`src/rtl/vliw_pkg.sv`:
```
// Shared definitions for the VLIW fetch path: packet geometry, memory sizing and
// the fetch FSM state encoding.
package vliw_pkg;

    localparam int SLOT_W         = 32;
    localparam int NUM_SLOTS      = 10;
    localparam int PACKET_W       = SLOT_W * NUM_SLOTS;
    localparam int IMEM_DEPTH     = 64;
    localparam int ADDR_W         = $clog2(IMEM_DEPTH);
    localparam int FIFO_DEPTH_DEF = 4;

    typedef enum logic [1:0] {
        ST_IDLE  = 2'd0,
        ST_FETCH = 2'd1,
        ST_HALT  = 2'd2
    } fetch_state_t;

    function automatic logic [31:0] sat_inc32(input logic [31:0] value);
        return (value == 32'hFFFF_FFFF) ? value : value + 32'd1;
    endfunction

endpackage

```
`src/rtl/fetch_fifo.sv`:
```
// Small synchronous packet FIFO with flush and occupancy count. The head entry
// reads as zero while the FIFO is empty.
module fetch_fifo #(
    parameter int WIDTH = 326,
    parameter int DEPTH = 4
) (
    input  logic                       clk,
    input  logic                       rst_n,
    input  logic                       flush_i,
    input  logic                       push_i,
    input  logic [WIDTH-1:0]           push_data_i,
    input  logic                       pop_i,
    output logic                       valid_o,
    output logic [WIDTH-1:0]           data_o,
    output logic [$clog2(DEPTH):0]     count_o
);

    localparam int PTR_W = $clog2(DEPTH);
    localparam int CNT_W = PTR_W + 1;

    logic [WIDTH-1:0] mem_q [DEPTH];
    logic [PTR_W-1:0] wr_ptr_q;
    logic [PTR_W-1:0] rd_ptr_q;
    logic [CNT_W-1:0] count_q;
    logic             full;
    logic             do_push;
    logic             do_pop;

    assign full    = (count_q == CNT_W'(DEPTH));
    assign do_pop  = pop_i && (count_q != '0) && !flush_i;
    assign do_push = push_i && (!full || do_pop) && !flush_i;

    always_ff @(posedge clk) begin
        if (!rst_n || flush_i) begin
            wr_ptr_q <= '0;
            rd_ptr_q <= '0;
            count_q  <= '0;
        end else begin
            if (do_push) begin
                wr_ptr_q <= wr_ptr_q + 1'b1;
            end
            if (do_pop) begin
                rd_ptr_q <= rd_ptr_q + 1'b1;
            end
            case ({do_push, do_pop})
                2'b10:   count_q <= count_q + 1'b1;
                2'b01:   count_q <= count_q - 1'b1;
                default: count_q <= count_q;
            endcase
        end
    end

    // Storage carries no reset; only entries below count_q are ever observed.
    always_ff @(posedge clk) begin
        if (do_push) begin
            mem_q[wr_ptr_q] <= push_data_i;
        end
    end

    assign valid_o = (count_q != '0);
    assign data_o  = valid_o ? mem_q[rd_ptr_q] : '0;
    assign count_o = count_q;

endmodule

```
`src/rtl/vliw_fetch_unit.sv`:
```
// VLIW instruction fetch: streams packets from instruction memory into a small
// buffer for decode. Define FETCH_PERF_CNT_EN to add stall/flush counters.
module vliw_fetch_unit #(
    parameter int PACKET_W   = vliw_pkg::PACKET_W,
    parameter int ADDR_W     = vliw_pkg::ADDR_W,
    parameter int FIFO_DEPTH = vliw_pkg::FIFO_DEPTH_DEF
) (
    input  logic                clk,
    input  logic                rst_n,
    input  logic                start,
    output logic                imem_req,
    output logic [ADDR_W-1:0]   imem_addr,
    input  logic [PACKET_W-1:0] imem_rdata,
    output logic                pkt_valid,
    input  logic                pkt_ready,
    output logic [PACKET_W-1:0] pkt_data,
    output logic [31:0]         pkt_pc,
    input  logic                redirect_valid,
    input  logic [31:0]         redirect_pc,
    output logic                busy
`ifdef FETCH_PERF_CNT_EN
    ,
    output logic [31:0]         perf_stall_cnt,
    output logic [31:0]         perf_flush_cnt
`endif
);

    import vliw_pkg::*;

    localparam int CNT_W   = $clog2(FIFO_DEPTH) + 1;
    localparam int ENTRY_W = ADDR_W + PACKET_W;

    fetch_state_t        state_q, state_d;
    logic [ADDR_W-1:0]   pc_q, pc_d;
    logic                inflight_q, inflight_d;
    logic [ADDR_W-1:0]   inflight_pc_q, inflight_pc_d;

    logic [CNT_W-1:0]    fifo_count;
    logic [CNT_W:0]      occupancy;
    logic                room;
    logic                end_seen;
    logic                push;
    logic                pop;
    logic [ENTRY_W-1:0]  head;
    logic [ADDR_W-1:0]   head_pc;
    logic                unused_redirect_hi;

    assign unused_redirect_hi = ^redirect_pc[31:ADDR_W];

    // Buffered plus in-flight packets must never exceed the buffer size.
    assign occupancy = {1'b0, fifo_count} + {{CNT_W{1'b0}}, inflight_q};
    assign room      = (occupancy < (CNT_W + 1)'(FIFO_DEPTH));

    always_comb begin
        state_d       = state_q;
        pc_d          = pc_q;
        inflight_pc_d = inflight_pc_q;

        end_seen   = (state_q == ST_FETCH) && inflight_q && (imem_rdata == '0);
        imem_req   = (state_q == ST_FETCH) && room && !end_seen && !redirect_valid;
        push       = (state_q == ST_FETCH) && inflight_q && !end_seen && !redirect_valid;
        inflight_d = imem_req;

        if (imem_req) begin
            pc_d          = pc_q + 1'b1;
            inflight_pc_d = pc_q;
        end

        case (state_q)
            ST_IDLE: begin
                if (start) begin
                    state_d = ST_FETCH;
                    pc_d    = '0;
                end
            end
            ST_FETCH: begin
                if (end_seen) begin
                    state_d = ST_HALT;
                end
            end
            ST_HALT: begin
                state_d = ST_HALT;
            end
            default: begin
                state_d = ST_IDLE;
            end
        endcase

        // A redirect overrides everything, including a simultaneous start.
        if (redirect_valid) begin
            state_d = ST_FETCH;
            pc_d    = redirect_pc[ADDR_W-1:0];
        end
    end

    always_ff @(posedge clk) begin
        if (!rst_n) begin
            state_q       <= ST_IDLE;
            pc_q          <= '0;
            inflight_q    <= 1'b0;
            inflight_pc_q <= '0;
        end else begin
            state_q       <= state_d;
            pc_q          <= pc_d;
            inflight_q    <= inflight_d;
            inflight_pc_q <= inflight_pc_d;
        end
    end

    assign pop = pkt_valid && pkt_ready;

    fetch_fifo #(
        .WIDTH (ENTRY_W),
        .DEPTH (FIFO_DEPTH)
    ) u_fifo (
        .clk         (clk),
        .rst_n       (rst_n),
        .flush_i     (redirect_valid),
        .push_i      (push),
        .push_data_i ({inflight_pc_q, imem_rdata}),
        .pop_i       (pop),
        .valid_o     (pkt_valid),
        .data_o      (head),
        .count_o     (fifo_count)
    );

    assign head_pc   = head[ENTRY_W-1:PACKET_W];
    assign pkt_data  = head[PACKET_W-1:0];
    assign pkt_pc    = {{(32 - ADDR_W){1'b0}}, head_pc};
    assign imem_addr = pc_q;
    assign busy      = !((state_q == ST_IDLE) ||
                         ((state_q == ST_HALT) && (fifo_count == '0) && !inflight_q));

`ifdef FETCH_PERF_CNT_EN
    logic [31:0] stall_cnt_q;
    logic [31:0] flush_cnt_q;

    always_ff @(posedge clk) begin
        if (!rst_n) begin
            stall_cnt_q <= '0;
            flush_cnt_q <= '0;
        end else begin
            if (pkt_valid && !pkt_ready) begin
                stall_cnt_q <= sat_inc32(stall_cnt_q);
            end
            if (redirect_valid) begin
                flush_cnt_q <= sat_inc32(flush_cnt_q);
            end
        end
    end

    assign perf_stall_cnt = stall_cnt_q;
    assign perf_flush_cnt = flush_cnt_q;
`endif

endmodule

```
`config.mk`:
```
export PLATFORM = sky130hd
export DESIGN_NAME = vliw_fetch_unit
export DESIGN_NICKNAME = d
export VERILOG_FILES = /design/src/rtl/vliw_pkg.sv /design/src/rtl/fetch_fifo.sv /design/src/rtl/vliw_fetch_unit.sv
export SDC_FILE = /design/constraint.sdc
export NUM_CORES = 1
export LEC_CHECK = 0
export CAP_MARGIN = 20
export CORE_UTILIZATION = 44
export DETAILED_ROUTE_END_ITERATION = 10
export PLACE_DENSITY = 0.64
export SLEW_MARGIN = 25
export SYNTH_ARGS = -nofsm -noshare
export SYNTH_HDL_FRONTEND = slang
export SYNTH_SLANG_ARGS = --single-unit
```
`constraint.sdc`:
```
create_clock -name clk -period 29.7 [get_ports clk]
set_input_delay 5.94 -clock clk [delete_from_list [all_inputs] [get_ports clk]]
set_output_delay 5.94 -clock clk [all_outputs]
set_load 0.02 [all_outputs]
```
* Word level (Yosys, flattened, before mapping)
Memories as Yosys holds them, arrays and structs flattened. A register that Yosys moved wholly into a read port is not among the register bits.
Cells that the tools add are included.
** Operators by class
- Add/subtract/negate cells :: 6
- $lt $le $gt $ge :: 1
- Equal/unequal tests :: 9
- Mux-type cells :: 14
- Bitwise logic cells :: 1
- Reductions and logical operators :: 31
** Operator list (number)
- $mux W326 :: 1
- $logic_not A320 Y1 :: 1
- $mux W6 :: 4
- $logic_and A1 B1 Y1 :: 14
- $mux W2 :: 4
- $add A6 B1 Y6 const B :: 1
- $logic_not A1 Y1 :: 6
- $ne A3 B3 Y1 const B :: 2
- $pmux W2 S3 :: 1
- $pmux W3 S2 :: 1
- $add A2 B1 Y2 const B :: 2
- $add A3 B1 Y4 :: 1
- $eq A2 B1 Y1 const B :: 2
- $eq A2 B2 Y1 const B :: 2
- $lt A4 B3 Y1 const B :: 1
- $ne A2 B2 Y1 const B :: 2
- $reduce_and A2 Y1 :: 2
- $add A3 B1 Y3 const B :: 1
- $eq A3 B3 Y1 const B :: 1
- $logic_not A3 Y1 :: 1
- $logic_or A1 B1 Y1 :: 3
- $mux W1 :: 3
- $reduce_bool A3 Y1 :: 1
- $sub A3 B1 Y3 const B :: 1
- 4 further kinds :: 4
** Word-level totals
- Register bits after elaboration :: 22
- RAM bits :: 1304
- Bits of input ports :: 357
- Output and inout port bits :: 361
- Word-level logic and storage cells :: 71
- Memories :: 1
** Memories
- u_fifo.mem_q :: depth 4, width 326, read ports 1, clocked after Yosys merged registers in 1, write ports 1, line fetch_fifo.sv:21 : logic [WIDTH-1:0] mem_q [DEPTH];

* Depth between registers and ports, before layout
Gate-level depths: netlist of run 1.
- Word-level depth :: 10
- Mapped depth :: 11
- Mapped depth without buffers :: 11

* Cells and area by module
Synthesis of run 1 repeated with hierarchy kept, for this count alone.
** Unflattened totals
- Cells, all modules :: 2361
- Area, all modules :: 51328.0 um^2
** By module, submodules not included
- fetch_fifo :: instances 1, cells each 2119, area an instance 49613.8 um^2
- vliw_fetch_unit :: instances 1, cells each 242, area an instance 1714.1 um^2

* Worst setup path before layout of run 1
No wires, ideal clock.
- Path type :: input port to flip-flop
- Start :: in redirect_valid
- End :: mem u_fifo.mem_q[0][0], enable pin
- Library setup time :: 1.022 ns
- Arrival time :: 19.939 ns
- Data required time :: 28.678 ns
- Path slack :: 8.739 ns
- Stages on the path :: 3
- Path buffers :: 0
- Path through :: nor4_1 > o21ai_2 > nor2_1
** Between the ends
- Word-level cells in the longest chain between the ends :: 7
- Elaborated cells on any way between the ends :: 8
- Those cells by class :: mux: 2; reduce/logical: 6
** Ends and longest elaborated chain
- from (decl) :: line vliw_fetch_unit.sv:18 : input logic redirect_valid,
- $logic_not A1 Y1 * :: line fetch_fifo.sv:30, fetch_fifo.sv:31, vliw_fetch_unit.sv:61
- $logic_and A1 B1 Y1 :: line fetch_fifo.sv:30 : assign do_pop = pop_i && (count_q != '0) && !flush_i;
- $logic_or A1 B1 Y1 :: line fetch_fifo.sv:31 : assign do_push = push_i && (!full || do_pop) && !flush_i;
- $logic_and A1 B1 Y1 :: line fetch_fifo.sv:31
- $logic_and A1 B1 Y1 * :: line fetch_fifo.sv:31
- $mux W1 * :: line fetch_fifo.sv:55 : if (do_push) begin
- $mux W1 (not written as such) * :: line fetch_fifo.sv:56 : mem_q[wr_ptr_q] <= push_data_i;
- to (decl) :: line fetch_fifo.sv:21
Mark *: on every way between the ends. The rest lies on a longest branch, timed or not.

* Final worst setup path of run 1
- Start :: in imem_rdata[159]
- End :: out imem_req
** Between the ends
- Word-level cells in the longest chain between the ends :: 5
** Ends and longest elaborated chain
- from (decl) :: line vliw_fetch_unit.sv:13 : input logic [PACKET_W-1:0] imem_rdata,
- $logic_not A320 Y1 :: line vliw_fetch_unit.sv:59 : end_seen = (state_q == ST_FETCH) && inflight_q && (imem_rdata == '0);
- $logic_and A1 B1 Y1 :: line vliw_fetch_unit.sv:59
- $logic_not A1 Y1 :: line vliw_fetch_unit.sv:60 : imem_req = (state_q == ST_FETCH) && room && !end_seen && !redirect_valid;
- $logic_and A1 B1 Y1 (2 in series) :: line vliw_fetch_unit.sv:60
- to (decl) :: line vliw_fetch_unit.sv:11 : output logic imem_req,
Every way passes these cells.

==> results of run 1 <==
[through the flow]
| step | instance area [um^2] | utilization (%) |
|---|---|---|
| after floorplan | 51200 | - |
| after global placement | 59400 | 51.8 |
| after detailed placement | 59600 | 51.9 |
| after CTS | 64100 | 55.8 |
| after global routing | 64300 | 56.0 |
| final | 64300 | 56.0 |
[layer usage]
metal	wire length, um	vias to the layer above	global-route usage [%]
met5	192	-	0
met4	4080	30	8.46
met3	8980	222	6.32
met2	62100	783	34.2
met1	47200	13400	25.4
li1	-	11100	-
[cells by family (layout without fill, tap and decap cells)]
group,after synthesis,count (layout),share of synthesized area [%]
adders and majority gates,10,10,0.259
DFF,1328,1328,77.5
AOI/OAI and AO/OA,19,19,0.279
and+or+nand+nor,479,479,5.81
buffers and inverters,155,977,1.40
muxes,338,338,14.6
xor gates and xnor gates,6,6,0.103
other,1,39,0.00734
[flip-flops by register name, summed over array words and instances (netlist names), named ones only]
register / cells
state_q: 2
imem_addr: 6
u_fifo.count_o: 3
inflight_q: 1
u_fifo.wr_ptr_q: 2
u_fifo.rd_ptr_q: 2
u_fifo.mem_q: 1304
inflight_pc_q: 6
[cell usage after synthesis, drive strengths merged (3+ instances only)]
cell       n
o21ai      6
nand2      7
and2     328
edfxtp  1304
dfxtp     24
inv       17
a21oi      4
nor2      16
mux4     326
nand4     20
mux2i     12
clkbuf    70
xnor2      3
nor2b      6
xor2       3
nor3       3
buf       68
nand3      5
ha         9
nor4      86
a32oi      4
[area by class of cell]
| cell class | count | area share, % |
|---|---|---|
| well taps | 1512 | 2.94 |
| flip-flops and latches | 1328 | 61.7 |
| diodes | 13 | 0.0506 |
| repair buffers | 705 | 11.2 |
| inverters | 17 | 0.111 |
| clock buffers | 181 | 5.84 |
| multi-input cells | 878 | 17.0 |
| clock inverters | 74 | 1.23 |
[power by group]
part / internal, uW / switching [uW] / total [uW]
combinational: 50.4 / 50.9 / 101
clock: 1000 / 707 / 1710
sequential: 2060 / 2.48 / 2060
[worst max-delay path by stage]
stage	from	end
floorplan	redirect_valid	u_fifo.mem_q[0][0]
global placement	imem_rdata[193]	imem_req
detailed placement	imem_rdata[159]	imem_req
CTS	imem_rdata[159]	imem_req
global route	imem_rdata[158]	imem_req
finish	imem_rdata[159]	imem_req
[worst register-to-register path, cell delays in order (launching register included)]
cell and delay, ns:
dfxtp_1 0.40, ha_1 0.17, inv_1 0.07, nor4_1 0.28, o21ai_2 0.25, nor2_4 0.56
buf_4 0.66, buf_4 0.83, buf_4 0.89
[cells in the final DEF, fill, tap and decap left out, types with 23 or more instances in the layout]
| cell | synthesis | routed |
|---|---|---|
| nor4_1 | 83 | 81 |
| clkbuf_16 | 0 | 143 |
| clkdlybuf4s50_1 | 0 | 665 |
| edfxtp_1 | 1304 | 1304 |
| clkinv_2 | 0 | 23 |
| conb_1 | 1 | 26 |
| mux4_2 | 326 | 326 |
| and2_1 | 326 | 326 |
| buf_4 | 26 | 23 |
| clkbuf_1 | 70 | 35 |
==> run_results.csv, run 1 <==
group,metric,value,unit
min_path,min_from,"inflight_pc_q[3]",
worst_setup_path,path_cells,"clkdlybuf4s50_1 -> nor4_1 -> nand4_1 -> nor4_1 -> nand2_1 -> nor3_4 -> a311oi_4 -> buf_6 -> clkdlybuf4s50_1",
worst_setup_path,path_depth,9,
finish,fin_cells,4708,
detailed_routing,via_per_inst,5.41,
sta,max_freq,63.6,MHz
clocking,cts_max_level,4,
min_path,hold_path.class,"reg2reg",
worst_setup_path,end_kind,"primary output",
finish,area_growth,25.7,%
place,place.port_buffers,665,
min_path,worstHoldPathCells,0,
sta,fin_crit_sh,52.9,%
sta,period_needed,15.72,ns
synthesis,avgSynthCellArea,21.9,um^2
sta,rsz0062_at_grt,"false",
min_path,holdPathEnd,"u_fifo.mem_q[2][323]",
detailed_routing,routedWlPerCell,26.0,um
synthesis,ys_seq_elements,1328,
sta,tightestPinTransition,1.09,ns
grt,grtUsageTotal,20.7,%
place,dpl_worst_slack,13.92,ns
sta,tns,0,ns
sta,relSlewSlack,27.2,%
clocking,clock_latency,0.75,ns
sta,setup_slack,13.98,ns
synthesis,yosys.area.top_type,"edfxtp_1",
detailed_routing,vias,25500,
clocking,cts.path.max_buffers,3,
clocking,numClockSinks,1328,
status,status,"complete, no violations",
grt,grt_pass1_vias,27000,
clocking,cts_tree,"yes",
power,power.density,60.3,nW/um^2
synthesis,yosys-top-cells-area,"edfxtp_1 (77%), mux4_2 (14%), and2_1 (4.0%)",
finish,fin_nets,3438,
grt,grt_pass1_wl,179,mm
synthesis,yosys_warnings,0,
finish,regArea,39600,um^2
synthesis,synthFlopType,"edfxtp_1",
floorplan,core-area,115000,um^2
power,design_power_total,3870,uW
sta,setup_viol,0,
floorplan,die_y,343,um
synthesis,synth_area,51100,um^2
detailed_routing,drtPass1Iterations,5,
worst_setup_path,worstPathArrival,9.78,ns
synthesis,ys_seq_area_share,77.5,%
synthesis,synth.distinct_cells,43,
finish,multi_input_comb_area,10900,um^2
floorplan,dieArea,118000,um^2
synthesis,async_reset_ff_share,0,%
synthesis,syn_inst,2336,
floorplan,die_w,343,um
finish,drive_gt1_share,18.3,%
job,maxCapViolCount,0,
worst_setup_path,ff2ff_path_depth,8,
detailed_routing,drcViolationCount,0,
sta,finClkSkew,0.0319,ns
worst_setup_path,path_buf_inv,3,
floorplan,start_util,44.5,%
grt,grt_max_degree,153,
worst_setup_path,cp.required,23.76,ns
worst_setup_path,cp_max_fo,11,
power,leakage,0.0198,uW
clocking,cts_repair_resize_count,0,
finish,fillers,8557,
clocking,cts_inserted_buffers,141,
detailed_routing,dr.first_iter.drc_count,1538,
clocking,hold_buffers,0,
sta,slew_viol_final,0,
place,place_hpwl,77.0,mm
worst_setup_path,cpPeakStageDelay,0.79,ns
grt,overflow,0,
worst_setup_path,cpMaxStageDelayCell,"nor4_1",
sta,timing_hold_violations_final,0,
detailed_routing,drt_wl_total,122,mm
worst_setup_path,r2r_slack,25.09,ns
worst_setup_path,startpoint_type,"input pin",
clocking,clockRootBuffer,"clkbuf_16",
floorplan,io_pins,718,
worst_setup_path,reg2reg_from,"state_q[0]",
power,peakVddDrop,0.0451,mV
grt,antenna_found_initial,29,
worst_setup_path,criticalPathCategory,"in2out",
synthesis,synth_top_area_share,76.6,%
detailed_routing,detail-route-antenna-nets,0,
worst_setup_path,r2r-end,"u_fifo.mem_q[3][150]",
floorplan,num_rows,124,
place,globalplace.congestion,0.787,
clocking,postCtsSetupBuffers,0,
sta,hold_slack,0.497,ns
worst_setup_path,critPathTopFamily,"simple AND/OR/NAND/NOR gates",
clocking,clk_pin_slew_worst_paths,0.06,ns
place,place_inst,4435,
synthesis,synth-edff-count,1304,
(Power assumes the default switching activity.)
==> inputs of run 2 (changes only) <==
==> constraint.sdc (replaced) <==
create_clock -name clk -period 15.33 [get_ports clk]
set_input_delay 3.066 -clock clk [delete_from_list [all_inputs] [get_ports clk]]
set_output_delay 3.066 -clock clk [all_outputs]
set_load 0.02 [all_outputs]
==> run 2 against run 1 <==
  * Via count up 0.13%
  * Wire length down 0.96%
  * Power up 90%
==> run_results.csv, run 2 (synthesis results as in run 1) <==
group,metric,value,unit
status,status,"complete, no violations",
sta,hold_slack,0.495,ns
detailed_routing,dr.first_iter.drc_count,1692,
floorplan,die_w,343,um
sta,finClkSkew,0.0276,ns
clocking,cts_inserted_buffers,140,
place,globalplace.congestion,0.795,
worst_setup_path,worstPathArrival,6.53,ns
place,place_hpwl,75.7,mm
min_path,hold_path.class,"reg2reg",
min_path,worstHoldPathCells,0,
grt,grtUsageTotal,20.4,%
sta,max_freq,104,MHz
detailed_routing,drcViolationCount,0,
sta,setup_viol,0,
detailed_routing,drtPass1Iterations,5,
place,place.port_buffers,665,
finish,final_common_cell,"edfxtp_1",
clocking,cts.path.max_buffers,3,
clocking,hold_buffers,0,
sta,period_needed,9.60,ns
worst_setup_path,startpoint_type,"input pin",
finish,fin_cells,4693,
worst_setup_path,criticalPathCategory,"in2out",
clocking,clock_latency,0.75,ns
floorplan,start_util,44.5,%
grt,antenna_found_initial,27,
floorplan,dieArea,118000,um^2
clocking,cts_tree,"yes",
sta,rsz0062_at_grt,"false",
sta,relSlewSlack,26.2,%
floorplan,core-area,115000,um^2
finish,largest_reg_flops,1304,
floorplan,num_rows,124,
floorplan,io_pins,718,
clocking,cts_repair_resize_count,0,
finish,fin_nets,3436,
detailed_routing,detail-route-antenna-nets,0,
clocking,numClockSinks,1328,
finish,layout_common_cells,"edfxtp_1 (1304), clkdlybuf4s50_1 (665), mux4_2 (326), and2_1 (326), clkbuf_16 (143)",
detailed_routing,routedWlPerCell,25.8,um
grt,grt_max_degree,152,
grt,overflow,0,
sta,fin_crit_sh,62.6,%
power,peakVddDrop,0.101,mV
clocking,clk_pin_slew_worst_paths,0.06,ns
clocking,cts_max_level,4,
worst_setup_path,cp_max_fo,5,
clocking,postCtsSetupBuffers,0,
grt,grt_pass1_vias,26800,
finish,largest_register,"u_fifo.mem_q",
detailed_routing,vias,25500,
worst_setup_path,cp.required,12.26,ns
floorplan,die_y,343,um
job,maxCapViolCount,0,
worst_setup_path,ff2ff_path_depth,9,
sta,slew_viol_final,0,
sta,tightestPinTransition,1.11,ns
finish,drive_gt1_share,17.5,%
power,power.density,115,nW/um^2
sta,timing_hold_violations_final,0,
place,dpl_worst_slack,5.44,ns
grt,grt_pass1_wl,176,mm
clocking,clockRootBuffer,"clkbuf_16",
sta,setup_slack,5.73,ns
worst_setup_path,end_kind,"primary output",
detailed_routing,via_per_inst,5.44,
place,place_inst,4435,
detailed_routing,drt_wl_total,121,mm
power,leakage,0.0197,uW
finish,area_growth,25.1,%
## run 2: final cells by class
type,instances,area [um^2]
inverters,17,71.3
multi-input cells,878,10900
well taps,1512,1890
flip-flops and latches,1328,39600
clock buffers,182,3730
clock inverters,63,539
diodes,9,22.5
fillers,8627,50900
repair buffers,704,7140
## run 2: path summary, 6_finish.rpt
| check | startpoint | end | slack [ns] |
|---|---|---|---|
| worst max-delay path | imem_rdata[67] | imem_req | 5.73 |
| worst min-delay path | inflight_pc_q[3] | u_fifo.mem_q[3][323] | 0.50 |
| worst max register to register | state_q[1] | u_fifo.mem_q[1][152] | 10.87 |
| worst min register to register | inflight_pc_q[3] | u_fifo.mem_q[3][323] | 0.50 |
## run 2: power breakdown
group	leakage [uW]	switching (uW)	internal [uW]	total (uW)
clock	0.00208	1340	1820	3160
combinational	0.00569	97.3	97.5	195
sequential	0.0119	4.71	3990	4000
total	0.0197	1440	5910	7360
## run 2: metal layers
layer,wire (um),vias to the layer above,global-route usage (%),part of all wire [%]
li1,-,11100,-,-
met1,46700,13400,25.4,39
met2,61900,846,34.0,51
met3,8790,222,5.87,7.3
met4,3720,30,7.51,3.1
met5,194,-,0,0.16
## run 2: worst max-delay path, cell delays in order
cell and delay, ns:
clkdlybuf4s50_1 0.50, nor4_1 0.79, nand4_1 0.33, nor4_1 0.39
buf_4 0.21, nand3_1 0.16, nor3_4 0.31, a311oi_4 0.11
clkdlybuf4s50_1 0.65
## run 2: stage by stage
step	power [uW]	util (%)	setup TNS, ns	instance area (um^2)
global route	7580	55.7	0	63900
finish	7360	55.7	0	63900
global placement	4260	51.8	0	59500
CTS	7430	55.6	0	63800
detailed placement	4270	51.9	0	59500
floorplan	4120	-	-3594.69	51200
==> inputs of run 3 (changes only) <==
--- a/config.mk
+++ b/config.mk
@@ -8,7 +8,7 @@
 export CAP_MARGIN = 20
 export CORE_UTILIZATION = 44
 export DETAILED_ROUTE_END_ITERATION = 10
-export PLACE_DENSITY = 0.64
+export PLACE_DENSITY = 0.66
 export SLEW_MARGIN = 25
 export SYNTH_ARGS = -nofsm -noshare
 export SYNTH_HDL_FRONTEND = slang
==> constraint.sdc (replaced) <==
create_clock -name clk -period 7.7 [get_ports clk]
set_input_delay 1.54 -clock clk [delete_from_list [all_inputs] [get_ports clk]]
set_output_delay 1.54 -clock clk [all_outputs]
set_load 0.02 [all_outputs]
==> run 3 against run 2 <==
  * Clock power up 100%
  * Flip-flop and latch count unchanged
  * Global-route usage about the same
  * Register-to-register slack worse by 6.5 ns
  * Utilization up 0.20 points
  * Critical endpoint unchanged
==> run_results.csv, run 3 (synthesis results as in run 1) <==
group,metric,value,unit
power,leakage,0.0198,uW
place,globalplace.congestion,0.805,
floorplan,core-area,115000,um^2
finish,fin_cells,4711,
worst_setup_path,cp_max_fo,16,
grt,grt_max_degree,166,
sta,setup_viol,0,
worst_setup_path,path_cells,"clkdlybuf4s50_1 -> nor4_1 -> nand4_1 -> nor4_1 -> nand2_1 -> nor3_4 -> a311oi_4 -> buf_4 -> clkdlybuf4s50_1",
worst_setup_path,end_kind,"primary output",
sta,slew_viol_final,0,
min_path,worstHoldPathCells,0,
detailed_routing,drt_wl_total,121,mm
worst_setup_path,path_depth,9,
finish,drive_gt1_share,18.2,%
grt,overflow,0,
floorplan,die_y,343,um
sta,finClkSkew,0.0229,ns
clocking,hold_buffers,0,
grt,grt_pass1_wl,175,mm
grt,grt_pass1_vias,26600,
sta,hold_slack,0.511,ns
worst_setup_path,path_buf_inv,3,
job,maxCapViolCount,0,
status,status,"complete, no violations",
worst_setup_path,cp.required,6.16,ns
floorplan,io_pins,718,
sta,timing_hold_violations_final,0,
finish,fin_area,64200,um^2
sta,max_freq,149,MHz
clocking,numClockSinks,1328,
floorplan,start_util,44.5,%
sta,rsz0062_at_grt,"false",
clocking,cts_max_level,4,
power,peakVddDrop,0.206,mV
clocking,clk_pin_slew_worst_paths,0.06,ns
clocking,cts_repair_resize_count,0,
clocking,clockRootBuffer,"clkbuf_16",
finish,layout_common_cells,"edfxtp_1 (1304), clkdlybuf4s50_1 (665), mux4_2 (326), and2_1 (326), clkbuf_16 (145)",
worst_setup_path,critPathTopFamily,"simple AND/OR/NAND/NOR gates",
finish,area_growth,25.5,%
power,power.density,231,nW/um^2
place,place.port_buffers,665,
worst_setup_path,r2r_slack,4.36,ns
sta,relSlewSlack,24.6,%
worst_setup_path,criticalPathCategory,"in2out",
sta,period_needed,6.69,ns
place,place_inst,4446,
finish,fin_nets,3446,
worst_setup_path,reg2reg_from,"state_q[1]",
min_path,hold_path.class,"reg2reg",
min_path,min_from,"inflight_pc_q[3]",
detailed_routing,drtPass1Iterations,5,
detailed_routing,vias,25600,
worst_setup_path,worstPathArrival,5.15,ns
finish,final_common_cell,"edfxtp_1",
worst_setup_path,cpPeakStageDelay,0.87,ns
grt,grtUsageTotal,20.4,%
detailed_routing,detail-route-antenna-nets,0,
finish,largest_reg_flops,1304,
place,place_hpwl,76.0,mm
clocking,cts.path.max_buffers,3,
floorplan,die_w,343,um
clocking,clock_latency,0.74,ns
detailed_routing,routedWlPerCell,25.7,um
clocking,cts_inserted_buffers,141,
clocking,postCtsSetupBuffers,0,
detailed_routing,drcViolationCount,0,
worst_setup_path,r2r-end,"u_fifo.mem_q[0][163]",
worst_setup_path,startpoint_type,"input pin",
floorplan,dieArea,118000,um^2
clocking,cts_tree,"yes",
sta,fin_crit_sh,86.9,%
worst_setup_path,cpMaxStageDelayCell,"nor4_1",
sta,tns,0,ns
sta,tightestPinTransition,1.13,ns
detailed_routing,via_per_inst,5.44,
grt,antenna_found_initial,26,
place,placement.cell_area,59700,um^2
detailed_routing,dr.first_iter.drc_count,1631,
floorplan,num_rows,124,
worst_setup_path,ff2ff_path_depth,8,
min_path,holdPathEnd,"u_fifo.mem_q[3][323]",
finish,largest_register,"u_fifo.mem_q",
-- run 3: where the power goes --
| part | internal (uW) | leakage (uW) | switching [uW] |
|---|---|---|---|
| combinational | 194 | 0.00573 | 198 |
| clock | 3730 | 0.00215 | 2710 |
| sequential | 7950 | 0.0119 | 9.13 |
-- run 3: worst max path at each step --
stage                    start                  to  slack (ns)
2_1_floorplan   redirect_valid  u_fifo.mem_q[0][0]       -3.35
3_3_place_gp   imem_rdata[194]            imem_req        0.91
3_5_place_dp    imem_rdata[32]            imem_req        0.89
4_1_cts        imem_rdata[194]            imem_req        0.87
5_1_grt        imem_rdata[194]            imem_req        0.79
6_report       imem_rdata[194]            imem_req        1.01
-- run 3: metrics by stage --
step	total power [uW]	util, %	worst slack (ns)
6_report	14800	55.9	1.01
5_1_grt	15200	55.9	0.790
4_1_cts	14900	55.8	0.866
3_5_place_dp	8500	52.0	0.889
3_3_place_gp	8480	52.0	0.914
2_1_floorplan	8200	-	-3.35
-- run 3: final cells by class --
class	instances	area, um^2
Inverter	17	71.3
Fill cell	8641	50600
Antenna cell	15	37.5
Timing Repair Buffer	713	7210
Clock inverter	68	636
Multi-Input combinational cell	878	10900
Tap cell	1512	1890
Sequential cell	1328	39600
Clock buffer	180	3790
-- run 3: routing by layer --
layer / global-route usage, % / vias up / wire, um
li1: - / 11100 / -
met2: 33.5 / 835 / 61500
met1: 25.5 / 13500 / 46600
met4: 7.66 / 18 / 3860
met3: 6.16 / 187 / 9210
met5: 0 / - / 124
